===== config.mk =====
export PLATFORM = sky130hd
export DESIGN_NAME = mem_req_ctrl
export DESIGN_NICKNAME = d
export VERILOG_FILES = /design/src/rtl/mem_req_ctrl.sv
export SDC_FILE = /design/constraint.sdc
export NUM_CORES = 1
export LEC_CHECK = 0
export BUFFER_PORTS_ARGS = -buffer_cell sky130_fd_sc_hd__buf_2
export CAP_MARGIN = 20
export CORE_AREA = 2 2 125 127
export DETAILED_ROUTE_END_ITERATION = 8
export DIE_AREA = 0 0 127 129
export PLACE_DENSITY = 0.73
export SETUP_SLACK_MARGIN = 0.2
export SYNTH_ARGS = -nofsm -noshare
export SYNTH_HDL_FRONTEND = slang
export SYNTH_SLANG_ARGS = --single-unit
export TNS_END_PERCENT = 30

===== constraint.sdc =====
create_clock -name clock -period 3.1 [get_ports clock]
set_clock_uncertainty 0.15 [all_clocks]
set_input_delay 0.155 -clock clock [delete_from_list [all_inputs] [get_ports clock]]
set_output_delay 0.155 -clock clock [all_outputs]
set_load 0.03 [all_outputs]

===== src/rtl/mem_req_ctrl.sv =====
// Host request front-end for a byte-enabled single-port SRAM with a registered read port.
// Read data is returned through an in-order response FIFO; request credit keeps that FIFO from overflowing.
module mem_req_ctrl #(
  parameter int ADDR_W    = 10,
  parameter int DATA_W    = 32,
  parameter int RSP_DEPTH = 4
) (
  input  logic                  clock,
  input  logic                  reset,
  input  logic                  req_valid,
  output logic                  req_ready,
  input  logic                  req_write,
  input  logic [ADDR_W-1:0]     req_addr,
  input  logic [DATA_W-1:0]     req_wdata,
  input  logic [DATA_W/8-1:0]   req_be,
  output logic                  rsp_valid,
  input  logic                  rsp_ready,
  output logic [DATA_W-1:0]     rsp_rdata,
  output logic [ADDR_W-1:0]     mem_addr,
  output logic                  mem_re_web,
  output logic [DATA_W-1:0]     mem_write_data,
  output logic [DATA_W/8-1:0]   mem_byte_en,
  input  logic [DATA_W-1:0]     mem_read_data
);

  localparam int CNT_W = $clog2(RSP_DEPTH + 1);
  localparam int PTR_W = (RSP_DEPTH > 1) ? $clog2(RSP_DEPTH) : 1;
  localparam logic [CNT_W:0]   DEPTH_C  = (CNT_W + 1)'(RSP_DEPTH);
  localparam logic [PTR_W-1:0] LAST_PTR = PTR_W'(RSP_DEPTH - 1);

  logic                s1_q, s1_d;
  logic [CNT_W-1:0]    count_q, count_d;
  logic [PTR_W-1:0]    wr_ptr_q, wr_ptr_d;
  logic [PTR_W-1:0]    rd_ptr_q, rd_ptr_d;
  logic [DATA_W-1:0]   fifo_q [RSP_DEPTH];
  logic [DATA_W-1:0]   fifo_d [RSP_DEPTH];
  logic                accept;
  logic                push;
  logic                pop;

  function automatic logic [PTR_W-1:0] ptr_inc(input logic [PTR_W-1:0] p);
    if (p == LAST_PTR) begin
      ptr_inc = '0;
    end else begin
      ptr_inc = p + PTR_W'(1);
    end
  endfunction

  // Credit counts the in-flight read as occupied, so a pop only frees space a cycle later.
  always_comb begin
    req_ready      = !reset && (({1'b0, count_q} + {{CNT_W{1'b0}}, s1_q}) < DEPTH_C);
    accept         = req_valid && req_ready;
    mem_addr       = req_addr;
    mem_write_data = req_wdata;
    mem_byte_en    = req_be;
    mem_re_web     = !(accept && req_write);
    push           = s1_q;
    pop            = (count_q != '0) && rsp_ready;
    s1_d           = accept && !req_write;
    fifo_d         = fifo_q;
    wr_ptr_d       = wr_ptr_q;
    rd_ptr_d       = rd_ptr_q;
    if (push) begin
      fifo_d[wr_ptr_q] = mem_read_data;
      wr_ptr_d         = ptr_inc(wr_ptr_q);
    end else begin
      wr_ptr_d = wr_ptr_q;
    end
    if (pop) begin
      rd_ptr_d = ptr_inc(rd_ptr_q);
    end else begin
      rd_ptr_d = rd_ptr_q;
    end
    case ({push, pop})
      2'b10:   count_d = count_q + CNT_W'(1);
      2'b01:   count_d = count_q - CNT_W'(1);
      default: count_d = count_q;
    endcase
  end

  always_ff @(posedge clock) begin
    if (reset) begin
      s1_q     <= 1'b0;
      count_q  <= '0;
      wr_ptr_q <= '0;
      rd_ptr_q <= '0;
      for (int i = 0; i < RSP_DEPTH; i++) begin
        fifo_q[i] <= '0;
      end
    end else begin
      s1_q     <= s1_d;
      count_q  <= count_d;
      wr_ptr_q <= wr_ptr_d;
      rd_ptr_q <= rd_ptr_d;
      fifo_q   <= fifo_d;
    end
  end

  assign rsp_valid = (count_q != '0);
  assign rsp_rdata = fifo_q[rd_ptr_q];

endmodule


==> run metrics, run 1 <==
Synth Register Bits roughly 140; Post-Syn Instances between 600 and 700; Antenna Cells 0; syn nets about 790; RSZ-0062 raised after global routing no; most common cell after layout, fill and taps aside nand2_1; Final setup violation count 0; PD cells approximately 600 nW/um^2; initial antenna violation count 0; Slew Limit Fails 0; Die Wd 127 um; Slew HR 0.3707; Final Critical Period between 2 and 2.5 ns; DR iter-0 viols 379; post-route setup TNS 0 ns; Total Routed Length 14360 um; Placer Congestion roughly 0.75; Post-CTS Hold Buffers 35; # DRC 0; layout cells sized above 1 0.1995; Reg2Reg Depth 8; clk root buf clkbuf_16; fmax around 410 MHz; vias per cell 5.085; Reg power frac 0.442; DP HPWL between 8000 and 9000 um; fill count 1442; net load switching power ~1100 uW; TritonCTS Buffers 17; CP Data Arrival Time approximately 2.1 ns; CP required between 2 and 3 ns; post-CTS resize count 0; register area share after synthesis 0.4498; Layout area overhead 15.65%; synth unique cells 24; maximum VDD drop roughly 420 uV; Hold Path Stages 0; Final WS setup roughly 0.65 ns; Yosys warnings 0; most frequent cells in the layout nand2_1 (262), dfxtp_1 (134), a21oi_1 (132), buf_2 (70), dlygate4sd3_1 (35); initial core utilization 0.4042; Internal about 3000 uW; Hold Fails Final Rpt 0; die area roughly 16000 sq um; clock share of power 0.439; Core ar. roughly 15000 sq um; CTS H-Tree Depth 4; NumNets Final between 800 and 900; max-cap violations 0; latest clock arrival within the worst-skew pair 0.41 ns; Final ANT Viol Nets 0; vias in the first global route roughly 4700; gr usage total 0.1817; largest net degree at the start of global routing 94; global route overflow 0; Pleak ~0.0025 uW; IO buf count 71; Hold Crit Class in -> out; Longest Clk Path Bufs 2; Row Count 45; Sw Ratio 0.2688; crit path capture type primary output; combinational fraction of design power 0.119; DR vias about 4800; critical path peak fanout 16; WS Path Type reg -> out; clock tree from TritonCTS built; pre-CTS WS between 1 and 1.5 ns; Post-CTS Setup Inserts 0; first-pass GRT wire length ~23000 um; Tcrit/Tclk final 0.7896; Die Ht around 130 um; # clock sinks about 140; worst slew pin tran between 0.9 and 1 ns; CTS clk-pin slew, worst paths 0.06 ns; Worst setup SP type flip-flop; Post-Syn Area approximately 6000 sq um; DRT Pass-1 Iters 4; syn avg cell area approximately 8.7 sq um; WL/cell roughly 15 um; Ports 164; status complete, no violations
## power by group through the flow
stage	Clock, uW	Combinational (uW)	Sequential, uW
2_1_floorplan	0	482	1850
3_3_place_gp	0	455	1890
3_5_place_dp	0	463	1890
4_1_cts	1880	500	1860
5_1_grt	1960	539	1860
6_report	1840	499	1860
## path summary, 6_finish.rpt
path / start / to / slack, ns
worst max-delay path: rd_ptr_q[1] / rsp_rdata[19] / 0.65
worst min register to register: fifo_q[1] / fifo_q[1] / 0.30
worst min-delay path: req_be[1] / mem_byte_en[1] / 0.16
worst max register to register: count_q[0] / count_q[2] / 1.04
## layout make-up
cell class                 count  area, sq um  area share
clock buffer                  19        452.9     0.06470
clock inverter                13        97.59     0.01394
inverter                       7        26.28    0.003753
multi-input combinational    456         2618      0.3739
sequential                   136         2725      0.3893
tap                          188        235.2     0.03360
timing repair buffer         121        845.8      0.1208
## cells by family after synthesis
| kind of cell | count (synthesis) | synth area share |
|---|---|---|
| adder cells (fa/ha/maj) | 7 | 0.01571 |
| XOR/XNOR | 2 | 0.002894 |
| AO/OA/AOI/OAI | 135 | 0.1135 |
| multiplexers | 34 | 0.1242 |
| flip-flops | 136 | 0.4498 |
| AND/OR/NAND/NOR | 278 | 0.1761 |
| buffers and inverters | 105 | 0.1178 |
## cell usage after synthesis
master    count  area share
nor3b_1       1      0.0012
buf_4        49       0.061
o31ai_2       1      0.0021
a21oi_1     132        0.11
and2_1        4      0.0041
mux4_2       29        0.11
nand3_1       1     0.00083
clkbuf_1      8      0.0050
or3_1         3      0.0031
nor2_1        7      0.0043
ha_1          6       0.012
buf_1         4      0.0025
fa_1          1      0.0033
mux4_1        3       0.013
buf_6         7       0.013
a311oi_1      1      0.0014
mux2i_1       2      0.0033
inv_1         7      0.0043
nand2_1     262        0.16
o21ai_0       1     0.00083
buf_2        27       0.022
buf_12        3      0.0099
dfxtp_1     136        0.45
xor2_1        2      0.0029
## sequential cells by signal, indices dropped and copies added, names as in the netlist
name      count
fifo_q      128
wr_ptr_q      2
rd_ptr_q      2
push          1
count_q       3
## stage by stage
stage,power (uW),cells,util,cell area (sq um),hold WS [ns]
after floorplan,2328,697,-,6053,0.07651
after global placement,2349,873,0.4073,6100,0.1602
after detailed placement,2358,873,0.4073,6100,0.1602
after CTS,4240,940,0.4674,7000,0.1602
after global routing,4365,940,0.4674,7000,0.1600
final,4198,940,0.4674,7000,0.1600
## critical path, stage by stage, from the launching register on
cell and delay (ns):
dfxtp_2 0.50, buf_4 0.39, mux4_1 0.63, buf_2 0.20
## routing by layer
metal / share of wire / global-route usage / routed length, um
met1: 0.42 / 0.2235 / 6094
met2: 0.49 / 0.3027 / 7055
met3: 0.060 / 0.04241 / 859
met4: 0.024 / 0.08791 / 347
met5: 0 / 0 / 0
No activity file was read; power rests on OpenSTA's default activity.
==> run 2, diff against run 1 <==
Settings changed: PLACE_DENSITY 0.73 to 0.75.
Clock period 3.1 ns to 2 ns, I/O delays scaled along.
==> run 2 against run 1 <==
Effect of this change:
- the flow now finishes with violations (hold timing, setup timing)
- via count grew 3.0%
- worst setup slack got worse by 0.66 ns
- sequential share of layout area is 2.7 points lower
- largest cell class unchanged
==> run metrics, run 2 (same netlist as run 1, synthesis figures left out) <==
Final Hold Slack -0.01823 ns (-0.1782 ns); Die Wd 127 um (unchanged); hold path start req_valid; Die Ht 129 um (unchanged); crit path capture type primary output; fill count 1345 (-6.7%); max-cap violations 0 (unchanged); vias per cell 5.141 (+1.1%); largest net degree at the start of global routing 110 (+17%); first-pass GRT wire length 24000 um (+3.1%); Final setup violation count 9 (+9); Worst path max stage delay 0.51 ns (-0.12 ns); Final WS setup -0.009010 ns (-0.6614 ns); initial antenna violation count 0 (unchanged); Slew HR 0.6666 (+0.2959); clk root buf clkbuf_16; # DRC 0 (unchanged); global route overflow 0 (unchanged); Finished Cell Area 7564 sq um (+8.0%); DR vias 4925 (+3.0%); Reg with most FFs fifo_q; Layout area overhead 24.95%; Reg2Reg Depth 8 (unchanged); CTS clk-pin slew, worst paths 0.06 ns (about the same); Placer Congestion 0.7321 (-2.0%); Total Routed Length 15290 um (+6.5%); flop-to-flop setup slack 0.10 ns (-0.94 ns); Placed Area 6206 sq um (+1.7%); most common cell after layout, fill and taps aside nand2_1; Max stage delay cell, worst path mux4_2; Reg2Reg Launch Point count_q[2]; Non-Filler Instances 958 (+1.9%); Longest Clk Path Bufs 2 (unchanged); WL/cell 15.96 um (+4.5%); fmax approximately 500 MHz; pre-CTS WS -0.008300 ns (-1.067 ns); IO buf count 71 (unchanged); most frequent cells in the layout nand2_1 (262), a21oi_1 (131), dfxtp_1 (131), buf_2 (37), buf_6 (36); DRT Pass-1 Iters 5 (+1); gr usage total 0.1886 (+0.006856); Largest regs fifo_q (128), count_q (3); cell-by-cell trace of the critical path buf_6 -> buf_16 -> mux4_2 -> buf_6; Hold Path Stages 4 (+4); Top delay family on crit path multiplexers; critical path peak fanout 5 (-11); DP HPWL 8826 um (-1.3%); Core ar. 14980 sq um (unchanged); layout cells sized above 1 0.2364 (+0.03690); Tcrit/Tclk final 1.005; latest clock arrival within the worst-skew pair 0.42 ns (about the same); die area 16380 sq um (unchanged); Hold Crit Class in -> reg; initial core utilization 0.4042 (unchanged); maximum VDD drop 706.2 uV (+67%); Placed Cells incl. Taps 883 (+1.1%); failing checks hold timing, setup timing; crit-path most repeated cell buf_6; Final ANT Viol Nets 0 (unchanged); Antenna Cells 0 (unchanged); WHS Endpoint push; Hold Fails Final Rpt 1 (+1); # clock sinks 136 (unchanged); status finished with violations; TritonCTS Buffers 17 (unchanged); Critical R2R Capture count_q[2]; Row Count 45 (unchanged); clock tree from TritonCTS built; Worst setup SP type flip-flop; PD cells 947.3 nW/um^2 (+58%); CP Data Arrival Time 1.76 ns (-0.38 ns); CP required 1.75 ns (-1.04 ns); worst slew pin tran 0.5002 ns (-0.4438 ns); Ports 164 (unchanged); CTS H-Tree Depth 4 (unchanged); vias in the first global route 4791 (+2.5%); RSZ-0062 raised after global routing yes; WS Path Type reg -> out; Final Critical Period ~2 ns; Slew Limit Fails 0 (unchanged); DR iter-0 viols 353 (-6.9%); crit path buf inv count 3 (+1); max reg flops 128 (unchanged); Pleak 0.002700 uW (+6.9%); NumNets Final 847 (+2.2%)
[run 2: metal layers]
metal,share of wire,global-route usage
met1,0.42,0.2298
met2,0.50,0.3134
met5,0,0
met3,0.060,0.05322
met4,0.018,0.08403
[run 2: layout make-up]
cell class / instances / area, sq um / area share
Sequential cell: 136 / 2739 / 0.3621
Multi-Input combinational cell: 456 / 2655 / 0.3510
Clock buffer: 17 / 425.4 / 0.05624
Inverter: 7 / 26.28 / 0.003474
Timing Repair Buffer: 139 / 1281 / 0.1694
Tap cell: 188 / 235.2 / 0.03110
Clock inverter: 15 / 201.4 / 0.02663
[run 2: repair_timing]
item,CTS,global route
resized for setup,74,18
hold buffers,34,0
gates cloned,2,1
pin swaps,3,10
setup buffers,5,1
setup endpoints to repair,34,62
hold endpoints to repair,130,0
[run 2: where the power goes]
group	switching (uW)	total, uW	internal (uW)
Clock	1190	3280	2090
Sequential	73.7	2850	2780
Combinational	542	1030	493
Total	1810	7160	5360
[run 2: how the worst max path moves through the flow]
stage	cells after the start	slack [ns]	startpoint	to
2_1_floorplan	8	0.08	count_q[0]	count_q[2]
3_3_place_gp	8	0.06	count_q[2]	count_q[2]
3_5_place_dp	8	-0.008	count_q[1]	count_q[2]
4_1_cts	3	-0.02	rd_ptr_q[1]	rsp_rdata[19]
5_1_grt	4	-0.06	rd_ptr_q[1]	rsp_rdata[26]
6_report	4	-0.009	rd_ptr_q[1]	rsp_rdata[28]
[run 2: tightest hold or removal path, stage by stage]
cell and delay, ns:
buf_2 0.10, nand2_1 0.05, nor2_1 0.09, dlymetal6s4s_1 0.18
[run 2: through the flow]
step           setup TNS, ns  utilization  total power [uW]
6_report            -0.04029       0.5050              7165
5_1_grt              -0.5366       0.5050              7410
4_1_cts             -0.03100       0.4994              7151
3_5_place_dp       -0.008300       0.4144              3704
3_3_place_gp               0       0.4144              3694
2_1_floorplan              0            -              3613
==> run 3, diff against run 2 <==
Settings changed: REMOVE_ABC_BUFFERS from default to 1, SLEW_MARGIN from default to 5.
==> run 3 against run 2 <==
Effect of this change:
- the flow still finishes with violations (hold timing, setup timing)
- utilization shrank 0.87 points
- combinational power shrank 4%
- final area shrank 1.7%
- count of clock-buffer cells in the layout grew 1
- power shrank 0.16%
- largest power group unchanged
- critical path type unchanged
- die area is the same
- highest routed layer is now met5
- final cell count shrank 1.4%
- worst hold slack gained 0.0060 ns
==> run metrics, run 3 (same netlist as run 1, synthesis figures left out) <==
max-cap violations 0 (unchanged); Tcrit/Tclk final 1.009 (+0.004013); Worst path max stage delay 0.55 ns (+0.04 ns); status finished with violations; Final WS setup -0.01704 ns (-0.008026 ns); worst slew pin tran 0.5829 ns (+0.08271 ns); Slew HR 0.6114 (-0.05514); gr usage total 0.2146 (+0.02604); Longest Clk Path Bufs 2 (unchanged); fmax 495.8 MHz (-0.40%); global route overflow 0 (unchanged); CTS clk-pin slew, worst paths 0.06 ns (about the same); post-route setup TNS -0.03754 ns (+0.002743 ns); pre-CTS WS 0.006396 ns (+0.01470 ns); TritonCTS Buffers 17 (unchanged); Antenna Cells 0 (unchanged); fill count 1417 (+5.4%); critical path peak fanout 10 (+5); DP HPWL 10720 um (+21%); Layout area overhead 22.80%; Final ANT Viol Nets 0 (unchanged); IO buf count 71 (unchanged); global routing's busiest layer met2; DR vias 5030 (+2.1%); Row Count 45 (unchanged); RSZ-0062 raised after global routing yes; PD cells 962.3 nW/um^2 (+1.6%); clock tree from TritonCTS built; Die Wd 127 um (unchanged); # DRC 0 (unchanged); Largest regs fifo_q (128), count_q (3); initial core utilization 0.4042 (unchanged); Total Routed Length 17370 um (+14%); Slew Limit Fails 0 (unchanged); GR Util met3 0.1168 (+0.06362); most frequent cells in the layout nand2_1 (262), a21oi_1 (131), dfxtp_1 (131), buf_2 (37), buf_6 (34); Ports 164 (unchanged); Hold Crit Class in -> reg; clk root buf clkbuf_16; Worst setup SP type flip-flop; layout cells sized above 1 0.2246 (-0.01179); Final Critical Period 2.017 ns (+0.008026 ns); Hold Fails Final Rpt 1 (unchanged); register area 2739 sq um (unchanged); # clock sinks 136 (unchanged); cell-by-cell trace of the critical path buf_12 -> mux4_2 -> buf_6; crit path capture type primary output; maximum VDD drop 596.4 uV (-16%); initial antenna violation count 0 (unchanged); CTS H-Tree Depth 4 (unchanged); most common cell after layout, fill and taps aside nand2_1; vias in the first global route 4774 (-0.35%); NumNets Final 834 (-1.5%); Reg with most FFs fifo_q; global routing usage on met2 0.3204 (+0.006958); Final Hold Slack -0.01225 ns (+0.005985 ns); Pleak 0.002610 uW (-3.3%); CP Data Arrival Time 1.77 ns (about the same); footprint of the multi-input gates 2660 sq um (+0.19%); CP required 1.75 ns (about the same); max reg flops 128 (unchanged); Die Ht 129 um (unchanged); Max stage delay cell, worst path mux4_2; first-pass GRT wire length 26950 um (+12%); die area 16380 sq um (unchanged); DRT Pass-1 Iters 5 (unchanged); Placer Congestion 0.7457 (+1.9%); failing checks hold timing, setup timing; Final setup violation count 4 (-5); latest clock arrival within the worst-skew pair 0.42 ns (about the same); WS Path Type reg -> out; largest net degree at the start of global routing 136 (+24%); vias per cell 5.323 (+3.5%); Core ar. 14980 sq um (unchanged); DR iter-0 viols 439 (+24%); WL/cell 18.38 um (+15%); grt met1 use 0.2685 (+0.03878)
[run 3: worst paths after layout]
check         startpoint  cells past startpoint            to  slack [ns]
min            req_valid                      4          push       -0.01
min reg2reg  fifo_q[125]                      2   fifo_q[125]        0.30
max          rd_ptr_q[1]                      3  rsp_rdata[9]       -0.02
max reg2reg   count_q[1]                      8    count_q[2]        0.12
[run 3: area by class of cell]
cell class	count	area share
Multi-Input combinational cell	456	0.3579
Tap cell	188	0.03164
Inverter	7	0.003535
Sequential cell	136	0.3685
Clock inverter	14	0.02659
Clock buffer	18	0.05773
Timing Repair Buffer	126	0.1542
[run 3: report_power, final]
| group | switching [uW] | internal [uW] |
|---|---|---|
| registers | 74.2 | 2780 |
| clock network | 1220 | 2090 |
| logic | 530 | 459 |
| total | 1820 | 5330 |
[run 3: worst max-delay path, delay by kind of cell (launching register included)]
kind	cells	cell delay (ns)
buffers and inverters	2	0.35
DFF	1	0.44
muxes	1	0.55
[run 3: what timing repair did]
item | 4_1_cts | 5_1_grt
hold buffers | 35 | 0
setup buffers | 1 | 0
endpoints found under the setup margin | 36 | 134
cloned | 1 | 0
endpoints found under the hold margin | 131 | 0
resized for setup | 87 | 10
pin swaps | 5 | 5
[run 3: per-layer routing]
| layer | vias up | routed length (um) |
|---|---|---|
| li1 | 2358 | - |
| met1 | 2408 | 7302 |
| met2 | 239 | 7841 |
| met3 | 23 | 2040 |
| met4 | 2 | 134 |
| met5 | - | 47 |
[run 3: metrics by stage]
step           power, uW    util  hold WS [ns]  cells  cell area [sq um]
2_1_floorplan       3355       -       0.01907    599               5366
5_1_grt             7405  0.4963       0.02131    945               7433
4_1_cts             7164  0.4948       0.05028    945               7411
6_report            7153  0.4963      -0.01225    945               7433
3_3_place_gp        3685  0.4099       0.05028    876               6140
3_5_place_dp        3697  0.4099       0.05028    876               6140
